### src/rtl/counter_mod_if.sv
// Bus bundle for counter_mod: control inputs and count/status outputs.
// clk and rst stay as plain ports on the counter itself.
interface counter_mod_if #(
    parameter int WIDTH = 4
);
    logic             en;
    logic             clr;
    logic             load;
    logic [WIDTH-1:0] load_val;
    logic             up;
    logic             ovf_clr;
    logic [WIDTH-1:0] count;
    logic             tc;
    logic             wrap;
    logic             ovf;

    modport master (
        output en, clr, load, load_val, up, ovf_clr,
        input  count, tc, wrap, ovf
    );

    modport slave (
        input  en, clr, load, load_val, up, ovf_clr,
        output count, tc, wrap, ovf
    );
endinterface

### src/rtl/counter_mod.sv
// Up/down modulo counter with clear, load, wrap/saturate, tc, wrap pulse and sticky ovf.
// Define COUNTER_PRESCALE_EN to step only once every PRESCALE enabled cycles.
module counter_mod #(
    parameter int               WIDTH    = 4,
    parameter logic [WIDTH-1:0] MAX_VAL  = {WIDTH{1'b1}},
    parameter bit               SATURATE = 1'b0,
    parameter int               PRESCALE = 4
) (
    input  logic         clk,
    input  logic         rst,
    counter_mod_if.slave bus
);

    if (WIDTH < 1 || WIDTH > 32 || PRESCALE < 2) begin : g_param_check
        $error("counter_mod: WIDTH must be 1..32 and PRESCALE at least 2");
    end

    logic [WIDTH-1:0] count_q, count_d;
    logic             wrap_q, wrap_d;
    logic             ovf_q, ovf_d;
    logic             tc;
    logic             step_tick;
    logic             step;

    // Boundary is judged on the current count, so the add/sub never has to carry out.
    assign tc = bus.up ? (count_q == MAX_VAL) : (count_q == '0);

`ifdef COUNTER_PRESCALE_EN
    localparam int PRE_W = $clog2(PRESCALE);

    logic [PRE_W-1:0] pre_q, pre_d;

    assign step_tick = bus.en && (pre_q == PRE_W'(PRESCALE - 1));

    always_comb begin
        pre_d = pre_q;
        if (bus.clr || bus.load) begin
            pre_d = '0;
        end else if (bus.en) begin
            pre_d = step_tick ? '0 : pre_q + 1'b1;
        end
    end

    always_ff @(posedge clk or negedge rst) begin
        if (!rst) begin
            pre_q <= '0;
        end else begin
            pre_q <= pre_d;
        end
    end
`else
    assign step_tick = bus.en;
`endif

    assign step = step_tick && !bus.clr && !bus.load;

    always_comb begin
        // NOTE: every variable gets a default before any branch, so no latch is inferred.
        count_d = count_q;
        wrap_d  = 1'b0;
        ovf_d   = ovf_q && !bus.ovf_clr;

        if (bus.clr) begin
            count_d = '0;
        end else if (bus.load) begin
            count_d = (bus.load_val > MAX_VAL) ? MAX_VAL : bus.load_val;
        end else if (step) begin
            if (tc) begin
                // Boundary step: the set of ovf overrides a simultaneous ovf_clr.
                wrap_d = 1'b1;
                ovf_d  = 1'b1;
                if (!SATURATE) begin
                    count_d = bus.up ? '0 : MAX_VAL;
                end
            end else begin
                count_d = bus.up ? count_q + 1'b1 : count_q - 1'b1;
            end
        end
    end

    always_ff @(posedge clk or negedge rst) begin
        if (!rst) begin
            count_q <= '0;
            wrap_q  <= 1'b0;
            ovf_q   <= 1'b0;
        end else begin
            // NOTE: non-blocking assignments keep every register sampling pre-edge values.
            count_q <= count_d;
            wrap_q  <= wrap_d;
            ovf_q   <= ovf_d;
        end
    end

    assign bus.count = count_q;
    assign bus.tc    = tc;
    assign bus.wrap  = wrap_q;
    assign bus.ovf   = ovf_q;

endmodule

### src/flat_wrapper.sv
// flat-port wrapper written by rule: the top's interface ports become plain ports
module counter_mod_flat 
#(
    parameter int               WIDTH    = 4,
    parameter logic [WIDTH-1:0] MAX_VAL  = {WIDTH{1'b1}},
    parameter bit               SATURATE = 1'b0,
    parameter int               PRESCALE = 4
)
  (clk, rst, bus_en, bus_clr, bus_load, bus_load_val, bus_up, bus_ovf_clr, bus_count, bus_tc, bus_wrap, bus_ovf);
  counter_mod_if #(.WIDTH(WIDTH)) bus_i ();
  input  logic clk;
  input  logic rst;
  input wire logic [$bits(bus_i.en)-1:0] bus_en;
  input wire logic [$bits(bus_i.clr)-1:0] bus_clr;
  input wire logic [$bits(bus_i.load)-1:0] bus_load;
  input wire logic [$bits(bus_i.load_val)-1:0] bus_load_val;
  input wire logic [$bits(bus_i.up)-1:0] bus_up;
  input wire logic [$bits(bus_i.ovf_clr)-1:0] bus_ovf_clr;
  output wire logic [$bits(bus_i.count)-1:0] bus_count;
  output wire logic [$bits(bus_i.tc)-1:0] bus_tc;
  output wire logic [$bits(bus_i.wrap)-1:0] bus_wrap;
  output wire logic [$bits(bus_i.ovf)-1:0] bus_ovf;
  assign bus_i.en = bus_en;
  assign bus_i.clr = bus_clr;
  assign bus_i.load = bus_load;
  assign bus_i.load_val = bus_load_val;
  assign bus_i.up = bus_up;
  assign bus_i.ovf_clr = bus_ovf_clr;
  assign bus_count = bus_i.count;
  assign bus_tc = bus_i.tc;
  assign bus_wrap = bus_i.wrap;
  assign bus_ovf = bus_i.ovf;
  counter_mod #(.WIDTH(WIDTH), .MAX_VAL(MAX_VAL), .SATURATE(SATURATE), .PRESCALE(PRESCALE)) u_core (.clk(clk), .rst(rst), .bus(bus_i));
endmodule
### config.mk
export PLATFORM = sky130hd
export DESIGN_NAME = counter_mod_flat
export DESIGN_NICKNAME = d
export VERILOG_FILES = /design/src/rtl/counter_mod_if.sv /design/src/rtl/counter_mod.sv /design/src/flat_wrapper.sv
export SDC_FILE = /design/constraint.sdc
export NUM_CORES = 1
export LEC_CHECK = 0
export BUFFER_PORTS_ARGS = -buffer_cell sky130_fd_sc_hd__buf_2
export CAP_MARGIN = 15
export CELL_PAD_IN_SITES_DETAIL_PLACEMENT = 2
export CELL_PAD_IN_SITES_GLOBAL_PLACEMENT = 2
export CORE_MARGIN = 4
export CORE_UTILIZATION = 27
export DETAILED_ROUTE_END_ITERATION = 10
export PLACE_DENSITY = 0.86
export SYNTH_ARGS = -nofsm -noshare
export SYNTH_HDL_FRONTEND = slang
export SYNTH_SLANG_ARGS = --single-unit
### constraint.sdc
create_clock -name clk -period 3.29 [get_ports clk]
set_input_delay 0.4935 -clock clk [delete_from_list [all_inputs] [get_ports clk]]
set_output_delay 0.4935 -clock clk [all_outputs]
set_load 0.005 [all_outputs]
==> results of run 1 <==
## report_power, final
part	switching, µW	internal, µW
clock network	26.5	41.3
logic	34.5	27.6
registers	7.84	78.8
## cells by family after synthesis
logic type / after synthesis
AND/OR/NAND/NOR: 18
AO/OA/AOI/OAI: 17
buffers and inverters: 7
flip-flops: 6
adder cells (fa/ha/maj): 3
XOR/XNOR: 2
## final cells by class
| cell class | instances | area [µm²] |
|---|---|---|
| sequential | 6 | 150 |
| clock buffer | 3 | 22.5 |
| multi-input combinational | 40 | 278 |
| fill | 201 | 960 |
| inverter | 7 | 26.3 |
| tap | 16 | 20.0 |
| timing repair buffer | 17 | 85.1 |
## state kept, by name, summed over array words and instances (netlist names)
name	count
u_core.bus.count	4
u_core.bus.ovf	1
u_core.bus.wrap	1
## critical path: stages (launching register included)
cell and delay (ns):
dfrtp_1 0.44, or4_4 0.59, nor2_2 0.12, a21oi_1 0.09, inv_1 0.08, buf_2 0.11
## layer usage
metal  up-vias  GRT usage (%)
met5         -              0
met4         0           6.73
met3         2           3.36
met2        15           22.0
met1       237           14.3
li1        234              -
## metrics by stage
| step | power (µW) | std cells | hold WS (ns) | area (µm²) |
|---|---|---|---|---|
| floorplan | 122 | 53 | 0.198 | 454 |
| global placement | 147 | 86 | 0.327 | 559 |
| detailed placement | 150 | 86 | 0.327 | 559 |
| CTS | 223 | 89 | 0.0565 | 582 |
| global route | 239 | 89 | 0.0471 | 582 |
| finish | 216 | 89 | 0.0645 | 582 |
## placed cells by master, fill, tap and decap left out, drive strengths merged
cell type and count:
nor4 2, o21bai 1, o21ai 3, a311o 1
nor3 2, buf 17, a21oi 10, nand3 2
or3 1, xor2 2, and4 2, inv 7
ha 2, dfrtp 6, o32ai 1, clkbuf 3
nor2 1, and3 1, nand2 4, o221ai 1
or4 1, nand2b 2, fa 1
## worst max path at each step
stage	to	slack (ns)	cells after the start
5_1_grt	bus_tc	1.04	5
3_3_place_gp	bus_tc	1.32	6
4_1_cts	bus_tc	1.10	5
3_5_place_dp	bus_tc	1.30	6
6_report	bus_tc	1.13	5
2_1_floorplan	bus_tc	1.57	4
==> summary.txt, run 1 <==
Run status
  • Status: complete, no violations

Worst setup path
  • Crit path launch type: flop
  • Critical R2R Launch: u_core.bus.count[2]$_DFFE_PN0P_
  • CP Launch Point: u_core.bus.count[0]$_DFFE_PN0P_
  • Type of destination of the critical path: primary output
  • CP Class: flop to primary output
  • R2R Setup Slk: roughly 1.6 ns
  • CP arrival: around 1.7 ns
  • Critical Path RT: 2.80 ns
  • CP max FO: 6
  • Reg2Reg Depth: 5
  • Worst reg2reg path endpoint: u_core.bus.count[3]$_DFFE_PN0P_

Logic synthesis
  • Mux cell area share after synthesis: 0%
  • Synth Instances: 53
  • Post-synth top area cell: dfrtp_1
  • Synthesized net count: between 60 and 70
  • Flops & latches, synth: 6
  • Register area share after synthesis: 33.1%
  • Mapped cell area: roughly 450 µm²
  • Synth Warn #: 0
  • Post-synth top cells: a21oi_1 (10), inv_1 (7), dfrtp_1 (6)
  • Adder-Cell Fraction of Synth Area: 9.92%
  • Post-synth EDFFs: 0
  • FFs w/ async S/R, synth: 100%
  • Xor-xnor portion of the synthesized cell area: 3.86%
  • Top_reg_cell synth: dfrtp_1
  • Syn Area/Cell: 8.57 µm²
  • Area contributors post-synth: dfrtp_1 (33%), a21oi_1 (11%), inv_1 (5.8%), ha_1 (5.5%), fa_1 (4.4%)
  • Synth cell types: 21
  • Dominant cell by count in the synthesized netlist: a21oi_1
  • Combinational family with the most area after synthesis: compound AO/OA/AOI/OAI gates
  • Synth Area in Compound Gates: between 20% and 30%
  • Simple-gate share of the synthesized area: 23.7%
  • Synth top area share: 33.1%

Placed design
  • Hpwl dp: 1160 µm
  • Post-place setup slack: between 1 and 1.5 ns
  • Number of buffers added on ports: 17
  • GPL Wtd Cong: ~0.75

STA
  • Worst-margin pin slew: 0.321 ns
  • Max Freq: ~0.46 GHz
  • Tmin final: between 2 and 2.5 ns
  • Final setup fails: 0
  • Post-route setup slack: 1.13 ns
  • Relative slew slack: 78.6%
  • RSZ-0062 raised after global routing: false
  • Clock skew: 0.00699 ns
  • Hold Vio Cnt, Final: 0
  • Max-slew violations: 0
  • Fin Setup TNS: 0 ns
  • Period utilization: 65.7%

Global routing
  • Vias in the first global route: around 520
  • GRT Util Overall: 12.8%
  • GR Overflow Total: 0
  • Largest net degree at the start of global routing: 9
  • First-pass GRT wire length: around 2400 µm
  • Initial antenna violation count: 0

Cells and area
  • Util after Layout: a little under two fifths
  • Nets@finish: 89
  • Antenna Diode Count: 0
  • Fraction of layout cells with a size suffix above 1: 31.5%
  • Area Growth Syn to Fin: 28.1%

Clocking
  • # Post-CTS Setup Buffers: 0
  • Worst-skew pair later-pin latency: between 0.2 and 0.25 ns
  • Root Driver: clkbuf_4
  • Hold Buf Count CTS: 0
  • Clock Pin Slew Worst Setup and Hold Paths: 0.05 ns
  • Clk sinks: 6
  • Total CTS buffers: 3
  • CTS tree: built
  • Gates resized, CTS repair: 0
  • Max Buffers Root-to-Sink: 2
  • H-tree levels: 1

Routing
  • Max layer used: met4
  • Via count: 488
  • Wire length on met3: about 93 µm
  • DRT met1 WL: around 570 µm
  • Routed WL per cell: 15.7 µm
  • WL final: 1400 µm
  • Vias/cell: about 5.5
  • WL met2: between 700 and 800 µm
  • Post-route ant nets: 0
  • Remaining DRCs: 0
  • First drt pass iteration count: 3
  • DRT iter0 DRCs: 4

Floorplan
  • IO Count: 18
  • Die height: ~49 µm
  • Die width: approximately 50 µm
  • DIE AREA: around 2400 µm²
  • FP Rows: 14
  • Initial Util: about 29%
  • Core area: 1540 µm²

Hold path
  • Hold Path Class: input pin to async pin

Power and ir drop
  • Pwr dens: between 300 and 400 nW/µm²
  • Max IR drop VDD: 0.000175 V
  • Leak pwr: ~0.00029 µW

Job
  • MaxCap Viol Count: 0
Note: power is estimated with default switching activity, not from simulation.
==> run 2, diff against run 1 <==
- CORE_UTILIZATION: 27 -> 25
- PLACE_DENSITY: 0.86 -> 0.81
- clock period: 3.29 -> 2 ns (I/O delays scaled with it)
==> summary.txt, run 2 (synthesized netlist as in run 1, its figures left out) <==
Global routing
  • Initial antenna violation count: 0
  • GR Overflow Total: 0
  • Vias in the first global route: 515
  • Largest net degree at the start of global routing: 9
  • GRT Util Overall: about an eighth
  • First-pass GRT wire length: approximately 2400 µm

Routing
  • Via count: between 400 and 500
  • First drt pass iteration count: 3
  • WL final: approximately 1400 µm
  • DRT iter0 DRCs: 1
  • Routed WL per cell: between 10 and 15 µm
  • Remaining DRCs: 0
  • Vias/cell: around 4.9
  • Post-route ant nets: 0

STA
  • Max-slew violations: 0
  • Worst-margin pin slew: 0.327 ns
  • Clock skew: ~0.0014 ns
  • Max Freq: around 0.53 GHz
  • Hold Vio Cnt, Final: 0
  • Period utilization: a little over nine tenths
  • Tmin final: approximately 1.9 ns
  • RSZ-0062 raised after global routing: false
  • Fin Setup TNS: 0 ns
  • Final setup fails: 0
  • Relative slew slack: between 70% and 80%
  • Post-route setup slack: slightly below 0.1 ns

Run status
  • Status: complete, no violations

Placed design
  • Post-place setup slack: 0.212 ns
  • Number of buffers added on ports: 17
  • GPL Wtd Cong: ~0.80
  • Hpwl dp: 1160 µm

Floorplan
  • DIE AREA: 2560 µm²
  • Core area: approximately 1700 µm²
  • Die height: between 50 and 60 µm
  • Initial Util: a little over a quarter
  • FP Rows: 15
  • IO Count: 18
  • Die width: a little over 50 µm

Worst setup path
  • Crit path launch type: flop
  • CP bufs+invs: 2
  • Slowest stage cell, crit path: or4_4
  • Type of destination of the critical path: primary output
  • CP max stage delay: 0.56 ns
  • Critical Path RT: approximately 1.7 ns
  • Cell Chain, Critical Path: or4_4, nor2_4, a21oi_1, inv_1, buf_2
  • CP arrival: around 1.6 ns
  • CP Class: flop to primary output
  • CP top delay family: simple AND/OR/NAND/NOR gates
  • CP max FO: 5

Cells and area
  • Area Growth Syn to Fin: 37.7%
  • Most common cell after layout, fill and taps aside: buf_2
  • Antenna Diode Count: 0
  • Nets@finish: between 90 and 100
  • Fraction of layout cells with a size suffix above 1: 35.5%
  • Largest register FFs: 4
  • Commonest cells after routing, fill and taps aside: buf_2 (17), a21oi_1 (10), inv_1 (7)

Clocking
  • Max Buffers Root-to-Sink: 2
  • H-tree levels: 1
  • Worst-skew pair later-pin latency: 0.24 ns
  • Root Driver: clkbuf_4
  • Clk sinks: 6
  • Clock Pin Slew Worst Setup and Hold Paths: ~0.05 ns
  • CTS tree: built
  • Total CTS buffers: 3

Power and ir drop
  • Max IR drop VDD: 0.000282 V
  • Leak pwr: ~0.00030 µW
  • Total Power: roughly 370 µW
  • Pwr dens: around 590 nW/µm²

Hold path
  • Hold Path Class: input pin to flop

Job
  • MaxCap Viol Count: 0
-- run 2: cell types whose count changed in the layout (fill, tap and decap cells not counted) --
cell | before | now
buf_4 | 0 | 2
dfrtp_2 | 0 | 2
dlygate4sd3_1 | 0 | 1
nor2_2 | 1 | 0
dfrtp_1 | 6 | 4
nor2_4 | 0 | 1
-- run 2: what timing repair did --
action	CTS	global route
gates resized for setup	0	3
setup endpoints to repair	0	1
buffers inserted	0	1
hold buffers	1	0
endpoints found under the hold margin	6	0
-- run 2: per-layer routing --
layer,vias to the layer above,track usage (%),routed length [µm]
met2,13,20.0,686
met5,-,0,0
met3,2,2.97,61
li1,244,-,-
met1,235,15.3,672
met4,0,8.07,10
-- run 2: power by group --
part	switching (µW)	internal [µW]
registers	9.23	130
clock network	43.5	67.9
logic	64.1	51.9
-- run 2: layout make-up --
cell class,instances,area (µm²)
fillers,227,1100
multi-input cells,40,283
flip-flops and latches,6,153
repair buffers,20,110
well taps,25,31.3
inverters,7,26.3
clock buffers,3,22.5
-- run 2: path summary, 6_finish.rpt --
kind | slack, ns | start | endpoint | cells after the start
max | 0.1 | u_core.bus.count[1]$_DFFE_PN0P_ | bus_tc | 5
min | 0.24 | bus_ovf_clr | u_core.bus.ovf$_DFF_PN0_ | 2
max reg2reg | 0.32 | u_core.bus.count[1]$_DFFE_PN0P_ | u_core.bus.count[3]$_DFFE_PN0P_ | 6
min reg2reg | 0.55 | u_core.bus.ovf$_DFF_PN0_ | u_core.bus.ovf$_DFF_PN0_ | 2
max in group asynchronous | 1.42 | rst | u_core.bus.count[0]$_DFFE_PN0P_ | 2
min in group asynchronous | 0.41 | rst | u_core.bus.wrap$_DFF_PN0_ | 2
-- run 2: metrics by stage --
stage          area [µm²]  hold WS [ns]  util, %  std cells
2_1_floorplan         454       0.00441        -         53
3_3_place_gp          578         0.138     33.5         96
3_5_place_dp          578         0.138     33.5         96
4_1_cts               611         0.229     35.4        100
5_1_grt               626         0.231     36.2        101
6_report              626         0.242     36.2        101
